### src/rtl/enc_pkg.sv
`default_nettype none
// ============================================================================
// Module      : enc_pkg
// Description : Shared sizes and types for the vector-to-index encoder.
//               N_IN  - request vector width (power of two, >= 2)
//               IDX_W - index width, derived from N_IN
//               enc_state_t - encoder control states (IDLE, EMIT)
// Revision    : 1.0 - initial release
// ============================================================================
package enc_pkg;

    localparam int N_IN  = 8;
    localparam int IDX_W = $clog2(N_IN);

    typedef enum logic {
        IDLE = 1'b0,
        EMIT = 1'b1
    } enc_state_t;

    typedef logic [N_IN-1:0]  req_vec_t;
    typedef logic [IDX_W-1:0] idx_t;

endpackage : enc_pkg
`default_nettype wire

### src/rtl/prio_enc_8to3.sv
`default_nettype none
// ============================================================================
// Module      : prio_enc_8to3
// Description : Combinational lowest-set-bit finder.
// Ports       : vec    in  N_IN   vector to scan
//               idx    out IDX_W  index of the lowest set bit (0 if none)
//               any    out 1      at least one bit set
//               single out 1      exactly one bit set
// Revision    : 1.0 - initial release
// ============================================================================
module prio_enc_8to3 #(
    parameter int N_IN  = 8,
    parameter int IDX_W = $clog2(N_IN)
) (
    input  logic [N_IN-1:0]  vec,
    output logic [IDX_W-1:0] idx,
    output logic             any,
    output logic             single
);

    localparam logic [N_IN-1:0] c_ONE = {{(N_IN-1){1'b0}}, 1'b1};

    // Scanning from the top down lets the lowest set bit overwrite last.
    always_comb begin
        idx = '0;
        for (int i = N_IN - 1; i >= 0; i--) begin
            if (vec[i]) begin
                idx = IDX_W'(i);
            end
        end
    end

    assign any    = |vec;
    // Clearing the lowest set bit leaves zero only if it was the only one.
    assign single = any && ((vec & (vec - c_ONE)) == '0);

endmodule : prio_enc_8to3
`default_nettype wire

### src/rtl/vec_to_idx_encoder.sv
`default_nettype none
// ============================================================================
// Module      : vec_to_idx_encoder
// Description : Sequential encoder: accepts a request vector and emits one
//               index per set bit, lowest first, over a valid/ready pair.
//               Optional macro ENC_PIPE_EN lets a new vector be accepted on
//               the final index handshake so vectors stream with no bubble.
// Ports       : clk        in  1      clock, rising edge
//               rst        in  1      asynchronous active-high reset
//               in_valid   in  1      request vector valid
//               in_ready   out 1      block can accept a vector
//               in_vec     in  N_IN   request vector
//               out_valid  out 1      out_idx valid
//               out_ready  in  1      consumer accepts out_idx
//               out_idx    out IDX_W  lowest set bit of pending vector
//               out_last   out 1      current index is the final one
//               zero_pulse out 1      one-cycle pulse on all-zero accept
//               busy       out 1      high while in EMIT
// Revision    : 1.0 - initial release
// ============================================================================
module vec_to_idx_encoder
    import enc_pkg::*;
#(
    parameter int N_IN = 8
) (
    input  logic                    clk,
    input  logic                    rst,
    input  logic                    in_valid,
    output logic                    in_ready,
    input  logic [N_IN-1:0]         in_vec,
    output logic                    out_valid,
    input  logic                    out_ready,
    output logic [$clog2(N_IN)-1:0] out_idx,
    output logic                    out_last,
    output logic                    zero_pulse,
    output logic                    busy
);

    localparam int              IDX_W = $clog2(N_IN);
    localparam logic [N_IN-1:0] c_ONE = {{(N_IN-1){1'b0}}, 1'b1};

    generate
        if ((N_IN < 2) || ((N_IN & (N_IN - 1)) != 0)) begin : g_bad_width
            $error("vec_to_idx_encoder: N_IN must be a power of two >= 2");
        end
    endgenerate

    enc_state_t       r_state;
    logic [N_IN-1:0]  r_pend;
    logic             r_zero_pulse;
    // Holds in_ready low until the first clock edge after reset releases.
    logic             r_run;

    logic [IDX_W-1:0] w_idx;
    logic             w_any;
    logic             w_last;
    logic             w_out_valid;
    logic             w_in_ready;
    logic             w_accept;
    logic             w_out_hs;
    logic             w_vec_zero;

    prio_enc_8to3 #(
        .N_IN  (N_IN),
        .IDX_W (IDX_W)
    ) u_prio (
        .vec    (r_pend),
        .idx    (w_idx),
        .any    (w_any),
        .single (w_last)
    );

    assign w_out_valid = (r_state == EMIT);

`ifdef ENC_PIPE_EN
    // Accepting on the last handshake removes the dead cycle between vectors.
    assign w_in_ready = r_run &&
                        ((r_state == IDLE) ||
                         ((r_state == EMIT) && w_last && out_ready));
`else
    assign w_in_ready = r_run && (r_state == IDLE);
`endif

    assign w_accept   = in_valid && w_in_ready;
    assign w_out_hs   = w_out_valid && out_ready;
    assign w_vec_zero = (in_vec == '0);

    always_ff @(posedge clk or posedge rst) begin
        if (rst) begin
            r_state      <= IDLE;
            r_pend       <= '0;
            r_zero_pulse <= 1'b0;
            r_run        <= 1'b0;
        end else begin
            r_run        <= 1'b1;
            r_zero_pulse <= w_accept && w_vec_zero;
            case (r_state)
                IDLE: begin
                    if (w_accept && !w_vec_zero) begin
                        r_pend  <= in_vec;
                        r_state <= EMIT;
                    end
                end
                EMIT: begin
                    if (w_out_hs) begin
                        // Drop the bit just handed out.
                        r_pend <= r_pend & (r_pend - c_ONE);
                        if (w_last || !w_any) begin
`ifdef ENC_PIPE_EN
                            if (w_accept && !w_vec_zero) begin
                                r_pend  <= in_vec;
                                r_state <= EMIT;
                            end else begin
                                r_state <= IDLE;
                            end
`else
                            r_state <= IDLE;
`endif
                        end
                    end
                end
                default: begin
                    r_state <= IDLE;
                end
            endcase
        end
    end

    assign in_ready   = w_in_ready;
    assign out_valid  = w_out_valid;
    assign out_idx    = w_idx;
    assign out_last   = w_last;
    assign zero_pulse = r_zero_pulse;
    assign busy       = w_out_valid;

endmodule : vec_to_idx_encoder
`default_nettype wire

### config.mk
export PLATFORM = sky130hd
export DESIGN_NAME = vec_to_idx_encoder
export DESIGN_NICKNAME = d
export VERILOG_FILES = /design/src/rtl/enc_pkg.sv /design/src/rtl/prio_enc_8to3.sv /design/src/rtl/vec_to_idx_encoder.sv
export SDC_FILE = /design/constraint.sdc
export NUM_CORES = 1
export LEC_CHECK = 0
export ABC_AREA = 1
export ABC_CLOCK_PERIOD_IN_PS = 2800
export CAP_MARGIN = 30
export CELL_PAD_IN_SITES_DETAIL_PLACEMENT = 1
export CELL_PAD_IN_SITES_GLOBAL_PLACEMENT = 2
export CORE_MARGIN = 4
export CORE_UTILIZATION = 28
export CTS_CLUSTER_SIZE = 40
export DETAILED_ROUTE_END_ITERATION = 6
export HOLD_SLACK_MARGIN = 0.08
export PLACE_DENSITY_LB_ADDON = 0.05
export SLEW_MARGIN = 20
export SYNTH_ARGS = -nofsm -noshare
export SYNTH_HDL_FRONTEND = slang
export SYNTH_SLANG_ARGS = --single-unit
export TNS_END_PERCENT = 20
### constraint.sdc
create_clock -name clk -period 2.8 [get_ports clk]
set_input_delay 0.42 -clock clk [delete_from_list [all_inputs] [get_ports clk]]
set_output_delay 0.42 -clock clk [all_outputs]
set_load 0.005 [all_outputs]
==> impl_metrics.yaml <==
synthesis:
  synth_nets: 117
  synthMostInstantiatedCell: "nand2_1"
  synth_area_per_cell_sq_um: 7.32
  synthMuxAreaShare: 0
  synth_edf_count: 0
  synthTopCellsByCount: "nand2_1 (21), nor2_1 (15), inv_1 (13)"
  yosysWarnings: 0
  synth_ff_type: "dfrtp_1"
  ys_seq_area_frac: 0.358
  synth_top_area_cell: "dfrtp_1"
  synth-simple-area-share: 0.379
  synth_seq_cells: 11
  syn_area_sq_um: 768
  yosys.area_share.adder: 0
  synthXorXnorAreaFrac: 0
  synth.distinct_cells: 22
  synth_top_area_share: 0.358
  synthCells: 105
  netlist_top_cells_area: "dfrtp_1 (36%), nand2_1 (10%), nor2_1 (7.3%)"
  synth-compound-area-share: 0.158
  async_reset_ff_frac: 1.00
  synth_top_family_by_area: "simple AND/OR/NAND/NOR gates"
sta:
  fmax_ghz: 0.416
  min_period_ns: 2.40
  setup_violations: 0
  setup_tns_ns: 0
  report.final.slew_viol_count: 0
  hold_viol: 0
  rsz0062_at_grt: "no"
  fin_ws_ns: 0.397
  clock_skew_ns: 0.000640
  finalCritPeriodShare: 0.858
detailed_routing:
  drc: 0
  antenna_left: 0
  first_pass_iters: 4
  vias_per_cell: 4.65
  drt_wl_total_um: 2080
  wl_per_cell_um: 13.4
  drt_iter0_drc: 5
  wl_met2_um: 986
  route.layer.met1.wl_um: 1000
  wl_met3_um: 79
  via_count: 721
  highest_layer: "met4"
global_route:
  overflow: 0
  grt_usage: 0.131
  grt_pass1_vias: 763
  antenna_found_initial: 0
  grt_max_degree: 13
  grt_pass1_wl_um: 3510
clocking:
  cts_buffers: 3
  postCtsSetupRepairBufs: 0
  clockBufferDepth: 2
  cts_max_level: 1
  cts_tree: "yes"
  cts_hold_buf: 0
  clock_sinks: 11
  post_cts_resized: 0
  clock_latency_ns: 0.27
  cts_root_buffer: "clkbuf_4"
  clkTransAtPathRegs_ns: 0.08
floorplanning:
  fp.dieW_um: 60.4
  dieHeight_um: 60.4
  die_area_sq_um: 3650
  rows: 18
  start_util: 0.302
  ios: 20
  coreArea_sq_um: 2540
cells_and_area:
  multi_input_area_sq_um: 417
  regArea_sq_um: 275
  area_growth_pct: 30.0
  num-nets-final: 138
  drive_above_1_share: 0.176
  fill_cells: 324
  antennaDiodeCount: 0
pwr:
  p_leak_nw: 0.478
  p_int_mw: 0.552
  ir_worst_vdd_mv: 0.375
  p_sw_mw: 0.454
  swShare: 0.451
  power_frac_comb: 0.605
  powerDensity_nw_per_um2: 1010
  sequentialPowerShare: 0.282
  clkPwrFrac: 0.113
critical_path:
  path_class: "flop to primary output"
  r2r_start: "busy"
  cp_max_fo: 4
  crit_path_start_kind: "flop"
  crit_arrival_ns: 1.98
  critPathCaptureType: "primary output"
  cp.required_ns: 2.38
  crit_path_start: "r_pend[3]"
  r2r_slack_ns: 1.28
status:
  outcome: "completed"
min_path:
  hp-class: "input port to asynchronous set/reset pin"
flow_run:
  drv_cap: 0
placed_design:
  hpwlAfterDp_um: 1740
  preCtsSetupSlack_ns: 0.697
  port_buffers: 19
  routabilityCongestion: 0.769
## cell type report
class,instances,area share
repair buffers,19,0.190
multi-input cells,77,0.417
well taps,30,0.0376
clock buffers,4,0.0263
inverters,14,0.0526
flip-flops and latches,11,0.276
## sequential cells by signal, indices dropped and copies added, names as in the netlist
signal,cells
r_pend,8
r_run,1
busy,1
zero_pulse,1
## kinds of logic after synthesis
logic type,Yosys count
simple gates,57
compound gates,19
flops,11
other cells,1
buf+inv,17
## worst max-delay path, stage by stage, from the launching register on
cell,delay (ns)
dfrtp_1,0.43
nor2_1,0.22
nand2_1,0.12
nand2_1,0.10
nand3_1,0.10
nor2_2,0.11
o211a_1,0.15
clkdlybuf4s50_1,0.49
## per-stage QoR
step	util	hold WS, ns	instance area (sq um)	cells	power (mW)
3_3_place_gp	0.382	0.583	972	151	0.910
5_1_grt	0.392	0.494	998	155	1.11
3_5_place_dp	0.382	0.590	972	151	0.911
4_1_cts	0.392	0.470	998	155	1.03
6_report	0.392	0.448	998	155	1.01
2_1_floorplan	-	0.272	768	105	0.678
## power by group through the flow
stage               logic, mW  clock network, mW  registers, mW
floorplan               0.409                  0          0.268
global placement        0.621                  0          0.289
detailed placement      0.622                  0          0.289
CTS                     0.625              0.121          0.286
global route            0.692              0.126          0.297
finish                  0.608              0.114          0.284
## worst paths after layout
check / end / cells past startpoint
setup / recovery: out_last / 7
hold / removal: r_pend[1] / 2
setup reg to reg: r_pend[7] / 6
hold reg to reg: r_pend[7] / 2
max in group asynchronous: r_pend[6] / 2
min in group clk: r_pend[7] / 2
## per-layer routing
metal,GRT usage,vias to the layer above
met3,0.0404,2
met4,0.0285,0
met1,0.183,339
met5,0,-
met2,0.201,10
li1,-,370
## layout by cell type, fill, tap and decap left out, drive strengths merged, types with 3 or more instances in the layout
| cell | count |
|---|---|
| inv | 14 |
| dfrtp | 11 |
| o21ai | 14 |
| nand3 | 8 |
| nor2 | 19 |
| a21oi | 3 |
| nand2 | 28 |
| clkdlybuf4s50 | 19 |
| clkbuf | 4 |
Note: power is estimated with default switching activity, not from simulation.
